===== config.mk =====
export PLATFORM = sky130hd
export DESIGN_NAME = vram_rect_writer
export DESIGN_NICKNAME = d
export VERILOG_FILES = /design/src/rtl/vram_rect_writer.sv
export SDC_FILE = /design/constraint.sdc
export NUM_CORES = 1
export LEC_CHECK = 0
export BUFFER_PORTS_ARGS = -buffer_cell sky130_fd_sc_hd__buf_2
export CORE_ASPECT_RATIO = 1.4
export CORE_UTILIZATION = 64
export DETAILED_ROUTE_END_ITERATION = 8
export PLACE_DENSITY = 0.87
export SLEW_MARGIN = 25
export SYNTH_ARGS = -nofsm -noshare
export SYNTH_HDL_FRONTEND = slang
export SYNTH_SLANG_ARGS = --single-unit

===== constraint.sdc =====
create_clock -name clk -period 4.8 [get_ports clk]
set_clock_uncertainty 0.2 [all_clocks]
set_input_delay 0.96 -clock clk [delete_from_list [all_inputs] [get_ports clk]]
set_output_delay 0.96 -clock clk [all_outputs]
set_load 0.01 [all_outputs]

===== src/rtl/vram_rect_writer.sv =====
// Rectangle fill engine: writes a solid-colour rectangle into a 1-bit-per-channel RGB VRAM, one pixel per cycle.
// Latency: first write one cycle after an accepted start; done pulses one cycle after the last write.
// Backpressure: none; start outside IDLE is dropped (not queued), abort cancels a fill mid-stream.
//
// Ports:
//   clk, reset        - system clock, asynchronous active-low reset
//   start, abort      - command strobe / cancel of an in-progress fill
//   x0, y0            - top-left pixel of the rectangle
//   width, height     - rectangle size (1..H_PIXELS, 1..V_PIXELS)
//   color             - fill colour {red, green, blue}
//   wr_addr, wr_data  - VRAM write address {row, col} and per-channel bits, qualified by wr_en
//   wr_en             - write enable shared by all three channels
//   busy, done, error - fill in progress / fill completed pulse / command rejected pulse
module vram_rect_writer #(
    parameter int H_PIXELS = 128,
    parameter int V_PIXELS = 96
) (
    input  logic        clk,
    input  logic        reset,
    input  logic        start,
    input  logic        abort,
    input  logic [6:0]  x0,
    input  logic [6:0]  y0,
    input  logic [7:0]  width,
    input  logic [6:0]  height,
    input  logic [2:0]  color,
    output logic [13:0] wr_addr,
    output logic [2:0]  wr_data,
    output logic        wr_en,
    output logic        busy,
    output logic        done,
    output logic        error
);

    typedef enum logic [1:0] {
        IDLE   = 2'd0,
        FILL   = 2'd1,
        FINISH = 2'd2
    } state_t;

    state_t state;
    state_t state_nxt;

    // Captured command. Only an accepted command is captured, so a rejected
    // command leaves the held wr_addr/wr_data of the previous fill untouched.
    logic [6:0] x0_q;
    logic [6:0] y0_q;
    logic [7:0] width_q;
    logic [6:0] height_q;
    logic [2:0] color_q;

    // Raster position of the pixel currently presented on wr_addr.
    logic [6:0] col_q;
    logic [6:0] row_q;

    logic       error_q;

    // Command legality, evaluated on the raw inputs in the start cycle.
    // 9-bit sums: 127 + 128 = 255 fits, so the bound check never wraps.
    logic [8:0] x_end;
    logic [8:0] y_end;
    logic       cmd_ok;

    // Last column/row of the rectangle, also 9 bits wide.
    logic [8:0] last_col;
    logic [8:0] last_row;
    logic       col_last;
    logic       row_last;

    logic       accept;
    logic       reject;
    logic       step;

    assign x_end  = {2'b00, x0} + {1'b0, width};
    assign y_end  = {2'b00, y0} + {2'b00, height};
    assign cmd_ok = (width != 8'd0) && (height != 7'd0) &&
                    (x_end <= 9'(H_PIXELS)) && (y_end <= 9'(V_PIXELS));

    assign last_col = {2'b00, x0_q} + {1'b0, width_q} - 9'd1;
    assign last_row = {2'b00, y0_q} + {2'b00, height_q} - 9'd1;
    assign col_last = ({2'b00, col_q} == last_col);
    assign row_last = ({2'b00, row_q} == last_row);

    // ------------------------------------------------------------------
    // State register
    // ------------------------------------------------------------------
    always_ff @(posedge clk or negedge reset) begin
        if (!reset) begin
            state <= IDLE;
        end else begin
            state <= state_nxt;
        end
    end

    // ------------------------------------------------------------------
    // Next state and control outputs
    // ------------------------------------------------------------------
    always_comb begin
        state_nxt = state;
        accept    = 1'b0;
        reject    = 1'b0;
        step      = 1'b0;
        wr_en     = 1'b0;
        busy      = 1'b0;
        done      = 1'b0;

        case (state)
            IDLE: begin
                // start wins over a simultaneous abort: abort is not looked at here.
                if (start) begin
                    if (cmd_ok) begin
                        accept    = 1'b1;
                        state_nxt = FILL;
                    end else begin
                        reject    = 1'b1;
                    end
                end
            end

            FILL: begin
                wr_en = 1'b1;
                busy  = 1'b1;
                // The write on the bus this cycle completes regardless of abort;
                // abort only stops the following ones.
                if (abort) begin
                    state_nxt = IDLE;
                end else if (col_last && row_last) begin
                    state_nxt = FINISH;
                end else begin
                    step      = 1'b1;
                end
            end

            FINISH: begin
                done      = 1'b1;
                state_nxt = IDLE;
            end

            default: begin
                state_nxt = IDLE;
            end
        endcase
    end

    // ------------------------------------------------------------------
    // Command capture, raster counters, error pulse
    // ------------------------------------------------------------------
    always_ff @(posedge clk or negedge reset) begin
        if (!reset) begin
            x0_q     <= 7'd0;
            y0_q     <= 7'd0;
            width_q  <= 8'd0;
            height_q <= 7'd0;
            color_q  <= 3'd0;
            col_q    <= 7'd0;
            row_q    <= 7'd0;
            error_q  <= 1'b0;
        end else begin
            error_q <= reject;
            if (accept) begin
                x0_q     <= x0;
                y0_q     <= y0;
                width_q  <= width;
                height_q <= height;
                color_q  <= color;
                col_q    <= x0;
                row_q    <= y0;
            end else if (step) begin
                // Column first; wrap back to the left edge and drop a row.
                if (col_last) begin
                    col_q <= x0_q;
                    row_q <= row_q + 7'd1;
                end else begin
                    col_q <= col_q + 7'd1;
                end
            end
        end
    end

    // Address and data are straight register outputs, so they hold their
    // last value whenever wr_en is low.
    assign wr_addr = {row_q, col_q};
    assign wr_data = color_q;
    assign error   = error_q;

endmodule


==> results_dict.tcl, run 1 <==
set metrics [dict create \
    initial_core_util 0.676 \
    cp_max_fo 26 \
    nNetsFinal 625 \
    finish.utilization 0.742 \
    yosysMostFrequentCell "inv_1" \
    r2r_cells 12 \
    diodes 0 \
    synthDistinctLibCells 70 \
    critPathArrivalTime_ps 4040 \
    cts_tree "yes" \
    cp_num_buf_inv 1 \
    wl_per_cell_um 17.5 \
    synth_edf_count 0 \
    grt_max_degree 50 \
    slowest_delay_ps 470 \
    yosysTopAreaCellShare 0.288 \
    h-tree-depth 2 \
    relSlewSlack 0.510 \
    async_flop_share 1.00 \
    synth_area_leaders "dfrtp_1 (29%), ha_1 (13%), o21ai_0 (5.9%), inv_1 (5.7%), nand3_1 (4.7%)" \
    drv_cap 0 \
    cts.sinks 49 \
    postRouteAntennaNets 0 \
    drtIter0Drc 319 \
    syn_avg_cell_area_sq_um 8.59 \
    path_delay_family "compound AO/OA/AOI/OAI gates" \
    viasPerCell 6.69 \
    core_sq_um 6300 \
    tightest_slew_ps 732 \
    worstSetupStartpointType "primary input" \
    synth_nets 578 \
    via_count 4116 \
    rsz0062_at_grt "no" \
    post_cts_buffers 0 \
    power_density_nw_per_um2 797 \
    hold_path_depth 1 \
    cts_root_buf "clkbuf_8" \
    clk_pin_slew_ps 90 \
    violations "design-rule violations" \
    min_period_over_period 0.843 \
    grt.total_usage 0.323 \
    cts_resized 0 \
    io-pin-count 57 \
    setup_violations 0 \
    clk_latency_ps 320 \
    timing.final.hold_violations 0 \
    period_needed_ps 4040 \
    antenna_found_initial 0 \
    path_class "in2reg" \
    clock_path_buffers 2 \
    syn_area_sq_um 4250 \
    gp_congestion 0.904 \
    ys_top_cells_by_count "inv_1 (65), o21ai_0 (50), dfrtp_1 (49)" \
    dp_hpwl_mm 8.43 \
    drive_gt1_frac 0.155 \
    grt_overflow 0 \
    synth_area_leader_cell "dfrtp_1" \
    ys_ff_latch 49 \
    ys.flop_type "dfrtp_1" \
    drv_slew 0 \
    die_y_um 98.5 \
    status "complete, but fails checks" \
    drc 12 \
    hold_slack_ps 307 \
    grt_first_pass_wirelength_mm 18.1 \
    power_leakage_nw 2.14 \
    area_growth_pct 9.88 \
    die_area_sq_um 6980 \
    firstDrtPassIters 7 \
    syn_inst 495 \
    grt_pass1_vias 3878 \
    ir_drop_mv 0.367 \
    hold_path_class "reg2reg" \
    end_kind "flop" \
    numCtsBuffers 5 \
    port_buffers 56 \
    fmax_mhz 247 \
    drt_wl_total_mm 10.8 \
    placed_cells 607 \
    yosysWarnings 0 \
    worstSetupPathDepth 10 \
    tns_ps 0 \
    path_cells "buf_2 > ha_1 > fa_1 > a211o_1 > a2111o_1 > o311a_1 > o311a_4 > o211ai_4 > nor2_4 > o41a_1" \
    crit_required_ps 4790 \
    slowest_stage "o41a_1" \
    core.rowCount 34 \
    dieWidth_um 70.9 \
    hold_buffers 0 \
    ys_seq_area_frac 0.288 \
    final_cells 615 \
]
## through the flow
step / power [mW] / instance area [sq um] / setup slack (ps)
CTS: 3.70 / 4670 / 783
global placement: 3.28 / 4560 / 560
floorplan: 2.77 / 4250 / 1030
global route: 4.09 / 4670 / 701
finish: 3.73 / 4670 / 755
detailed placement: 3.38 / 4560 / 481
## layout make-up
| class | count | area (sq um) |
|---|---|---|
| tap | 72 | 90.1 |
| multi-input combinational | 362 | 2700 |
| timing repair buffer | 59 | 305 |
| sequential | 49 | 1230 |
| inverter | 65 | 244 |
| clock buffer | 6 | 72.6 |
| clock inverter | 2 | 38.8 |
| fill | 470 | 1620 |
## flip-flops by register name, indices dropped and copies added (netlist names)
| signal | cells |
|---|---|
| error | 1 |
| state | 2 |
| row_q | 7 |
| y0_q | 7 |
| wr_data | 3 |
| x0_q | 7 |
| col_q | 7 |
| height_q | 7 |
| width_q | 8 |
## layout by cell type (no fill, tap or decap), types with 6 or more instances in the layout
master     n
a211oi_1   8
a21o_1     6
a21oi_1   16
a31oi_1   11
and2_1     7
buf_2     55
dfrtp_1   49
ha_1      43
inv_1     65
nand3_1   40
nor2_1    14
nor2b_1    7
nor3_1    18
o211ai_1   7
o21ai_0   50
o31ai_1    7
or3_1      7
or4_1      8
xnor2_1   10
xor2_1     8
## per-layer routing
layer  wire length [um]  global-route usage  vias up  share of wire
li1                   -                   -     1930              -
met5                  0                   0        -              0
met1               4510               0.432     1939           0.42
met2               5110               0.535      216           0.47
met4                301               0.108        0          0.028
met3                837              0.0521       31          0.078
## kinds of logic after synthesis
family | synth area share
compound gates | 0.255
xor+xnor | 0.0371
fa+ha+maj | 0.145
buf+inv | 0.0776
flops | 0.288
mux | 0.00794
simple gates | 0.189
## where the power goes
part	leakage [nW]	internal, mW	switching [mW]
Sequential	0.586	0.608	0.168
Clock	0.0554	0.157	0.145
Combinational	1.50	1.15	1.51
## path summary, 6_finish.rpt
| check | from | end | slack (ps) |
|---|---|---|---|
| worst min-delay path | wr_data[1] | wr_data[1] | 310 |
| worst min register to register | wr_data[1] | wr_data[1] | 310 |
| worst max register to register | x0_q[1] | col_q[0] | 1070 |
| worst max-delay path | y0[0] | col_q[0] | 760 |
| max in group asynchronous | reset | width_q[4] | 3530 |
| min in group asynchronous | reset | row_q[5] | 440 |
(Power assumes the default switching activity.)
==> run 2: changes to the inputs <==
CORE_UTILIZATION = 59   (was 64)
PLACE_DENSITY = 0.81   (was 0.87)
clock period = 4.2 ns   (was 4.8 ns; I/O delays follow)
==> results_dict.tcl, run 2 (synthesis gave the netlist of run 1 again) <==
set metrics [dict create \
    post_cts_buffers 0 \
    grt_pass1_vias 3850 \
    path_class "in2reg" \
    critPathArrivalTime_ps 3630 \
    drtIter0Drc 421 \
    cp_max_fo 12 \
    core_sq_um 6980 \
    post_dp_cell_area_sq_um 4610 \
    hold_path_class "reg2reg" \
    final_common_cell "inv_1" \
    power_mw 4.22 \
    period_needed_ps 3670 \
    drc 0 \
    r2r-start "x0_q[1]" \
    ir_drop_mv 0.413 \
    diodes 0 \
    r2r_cells 12 \
    die_area_sq_um 7560 \
    tightest_slew_ps 735 \
    power_density_nw_per_um2 897 \
    postRouteAntennaNets 0 \
    cts_tree "yes" \
    clk_latency_ps 320 \
    endpoint "col_q[5]" \
    hold_buffers 0 \
    largest_reg_flops 8 \
    numCtsBuffers 5 \
    cts_root_buf "clkbuf_8" \
    timing.final.hold_violations 0 \
    area_growth_pct 10.7 \
    viasPerCell 6.29 \
    drv_cap 0 \
    nNetsFinal 628 \
    cts_resized 0 \
    grt_first_pass_wirelength_mm 18.1 \
    status "finished clean" \
    io-pin-count 57 \
    fmax_mhz 273 \
    clk_pin_slew_ps 90 \
    rsz0062_at_grt "no" \
    power_leakage_nw 2.14 \
    firstDrtPassIters 5 \
    via_count 4034 \
    stdcell_area_sq_um 4710 \
    core.rowCount 36 \
    port_buffers 56 \
    crit_required_ps 4160 \
    grt_overflow 0 \
    top_register "width_q" \
    clock_path_buffers 2 \
    die_y_um 102 \
    final_cell_mix "inv_1 (65), buf_2 (55), o21ai_0 (50)" \
    initial_core_util 0.609 \
    end_kind "flop" \
    grt.total_usage 0.310 \
    worstSetupStartpointType "primary input" \
    cts.sinks 49 \
    dieWidth_um 73.8 \
    min_period_over_period 0.874 \
    tns_ps 0 \
    rr_endpoint "col_q[1]" \
    slowest_stage "fa_1" \
    wl_per_cell_um 17.0 \
    grt_max_degree 50 \
    relSlewSlack 0.508 \
    antenna_found_initial 0 \
    drive_gt1_frac 0.161 \
    rrSetupSlack_ps 530 \
    drt_wl_total_mm 10.9 \
    path_cells "buf_2 > ha_1 > fa_1 > a211o_1 > a2111o_1 > o311a_1 > o311a_4 > o211a_1 > nand2_1 > a41oi_1" \
    h-tree-depth 2 \
    crit_path_start "y0[0]" \
    gp_congestion 0.921 \
    drv_slew 0 \
    dp_hpwl_mm 8.61 \
    slowest_delay_ps 400 \
    setup_violations 0 \
]
-- run 2: cell types whose count changed in the layout (fill, tap and decap cells not counted) --
cell	change
buf_4	+3
clkinvlp_4	+1
inv_6	+2
clkinv_4	-1
bufinv_16	-1
clkbuf_1	-1
-- run 2: final cells by class --
class	count	area, sq um
multi-input cells	362	2700
fillers	585	2270
flip-flops and latches	49	1230
repair buffers	62	328
inverters	65	244
well taps	95	119
clock buffers	5	68.8
clock inverters	3	25.0
-- run 2: worst min path at each step --
stage | cells after the start | slack, ps | to | startpoint
after floorplan | 2 | 310 | height_q[0] | height_q[0]
after global placement | 1 | 280 | wr_data[1] | wr_data[1]
after detailed placement | 1 | 290 | wr_data[2] | wr_data[2]
after CTS | 1 | 320 | wr_data[2] | wr_data[2]
after global routing | 1 | 330 | wr_data[2] | wr_data[2]
final | 1 | 310 | wr_data[2] | wr_data[2]
-- run 2: layer usage --
metal	GRT usage	up-vias	part of all wire
met5	0	-	0
met2	0.522	168	0.49
met4	0.0947	0	0.018
met1	0.407	1914	0.42
met3	0.0464	16	0.067
li1	-	1936	-
-- run 2: report_power, final --
group	switching (mW)	total (mW)	leakage (nW)	internal (mW)
Clock	0.172	0.293	0.0452	0.122
Combinational	1.73	3.03	1.51	1.30
Sequential	0.199	0.894	0.586	0.695
Total	2.10	4.22	2.14	2.12
-- run 2: through the flow --
stage               hold slack [ps]  std cells  setup slack [ps]   util
floorplan                       308        495               547      -
CTS                             318        641               564  0.674
detailed placement              295        633               223  0.661
finish                          312        641               531  0.674
global route                    333        641               236  0.674
global placement                284        633               312  0.661
-- run 2: worst max-delay path, delay by kind of cell --
kind,cells,cell delay (ps)
buffers and inverters,1,120
AO/OA/AOI/OAI,6,1690
adder cells (fa/ha/maj),2,620
AND/OR/NAND/NOR,1,340
==> run 3: changes to the inputs <==
ABC_AREA = 0   (was default)
clock period = 3.7 ns   (was 4.2 ns; I/O delays follow)
==> results_dict.tcl, run 3 (synthesis gave the netlist of run 1 again) <==
set metrics [dict create \
    status "finished clean" \
    tightest_slew_ps 659 \
    drv_cap 0 \
    postRouteAntennaNets 0 \
    r2r_cells 12 \
    cts.sinks 49 \
    clk_pin_slew_ps 90 \
    power_leakage_nw 2.21 \
    final_cells 651 \
    stdcell_area_sq_um 4810 \
    final_cell_mix "inv_1 (65), buf_2 (56), o21ai_0 (50)" \
    grt_overflow 0 \
    drv_slew 0 \
    crit_required_ps 3720 \
    setup_violations 0 \
    drive_gt1_frac 0.180 \
    post_dp_cell_area_sq_um 4700 \
    cts_root_buf "clkbuf_8" \
    numCtsBuffers 5 \
    port_buffers 56 \
    clk_latency_ps 310 \
    fmax_mhz 283 \
    pwr-share-clk 0.067 \
    area_growth_pct 13.0 \
    path_class "reg2reg" \
    p_sw_frac 0.491 \
    nNetsFinal 639 \
    grt_pass1_vias 3883 \
    die_y_um 102 \
    place_ws_ps -135 \
    die_area_sq_um 7560 \
    firstDrtPassIters 4 \
    placed_cells 643 \
    p_int_mw 2.44 \
    hold_path_class "in2async" \
    drtIter0Drc 416 \
    busiest_layer "met2" \
    cts_tree "yes" \
    end_kind "flop" \
    ir_drop_mv 0.501 \
    worstSetupStartpointType "flop" \
    dp_hpwl_mm 8.57 \
    core.rowCount 36 \
    p_seq_frac 0.212 \
    cp_max_fo 15 \
    setup_ws_ps 161 \
    rsz0062_at_grt "no" \
    viasPerCell 6.33 \
    initial_core_util 0.609 \
    switchingPower_mw 2.35 \
    dieWidth_um 73.8 \
    power_density_nw_per_um2 996 \
    grt_first_pass_wirelength_mm 18.1 \
    timing.final.hold_violations 0 \
    pwr-share-comb 0.721 \
    critPathArrivalTime_ps 3560 \
    period_needed_ps 3540 \
    grt_use_met3 0.0355 \
    clock_path_buffers 2 \
    largest_reg_flops 8 \
    drc 0 \
    io-pin-count 57 \
    grt_max_degree 30 \
    wl_per_cell_um 16.7 \
    gp_congestion 0.970 \
    h-tree-depth 2 \
    relSlewSlack 0.560 \
    min_period_over_period 0.957 \
    antenna_found_initial 0 \
    grt.total_usage 0.311 \
    diodes 0 \
    core_sq_um 6980 \
    met1_usage 0.414 \
    final_common_cell "inv_1" \
    via_count 4119 \
    top_register "width_q" \
    drt_wl_total_mm 10.9 \
    grt_use_met2 0.507 \
]
## run 3: layer usage
layer  vias up  wire length, um
met1      1964             4640
met3        28              582
li1       1950                -
met2       177             5290
met5         -                0
met4         0              349
## run 3: power by group through the flow
stage	Clock, mW	Combinational [mW]	Sequential (mW)
6_report	0.322	3.45	1.02
4_1_cts	0.323	3.39	1.01
3_5_place_dp	0	3.35	1.02
2_1_floorplan	0	2.61	0.993
3_3_place_gp	0	3.24	1.01
5_1_grt	0.346	3.90	1.05
## run 3: final timing paths
path	endpoint	start	slack (ps)
max in group asynchronous	width_q[7]	reset	2350
min in group clk	wr_data[1]	wr_data[1]	320
min reg2reg	wr_data[1]	wr_data[1]	320
max reg2reg	row_q[4]	height_q[1]	160
max	row_q[4]	height_q[1]	160
min	row_q[4]	reset	230
## run 3: repair_timing
item,4_1_cts,5_1_grt
endpoints found under the setup margin,0,4
resized for setup,0,4
buffers inserted,0,1
hold buffers,0,0
## run 3: cell type report
cell class,instances,area [sq um]
Clock buffer,7,86.3
Fill cell,574,2170
Inverter,65,244
Multi-Input combinational cell,362,2710
Sequential cell,49,1230
Tap cell,95,119
Timing Repair Buffer,73,420
## run 3: through the flow
stage	hold WS, ps	util	TNS, ps	power [mW]
final	231	0.689	0	4.79
after global routing	273	0.689	0	5.29
after CTS	265	0.685	0	4.72
after detailed placement	296	0.673	-567	4.37
after global placement	290	0.673	-43.5	4.24
after floorplan	244	-	0	3.60
## run 3: worst max-delay path, cell delays in order (launching register included)
cell and delay [ps]:
dfrtp_1 330, inv_1 60, ha_1 270, inv_1 40, ha_1 230, fa_1 440, a21o_1 210, a221o_1 340
o2111a_1 180, o211a_1 150, a21o_2 310, or4_1 490, a31oi_1 210
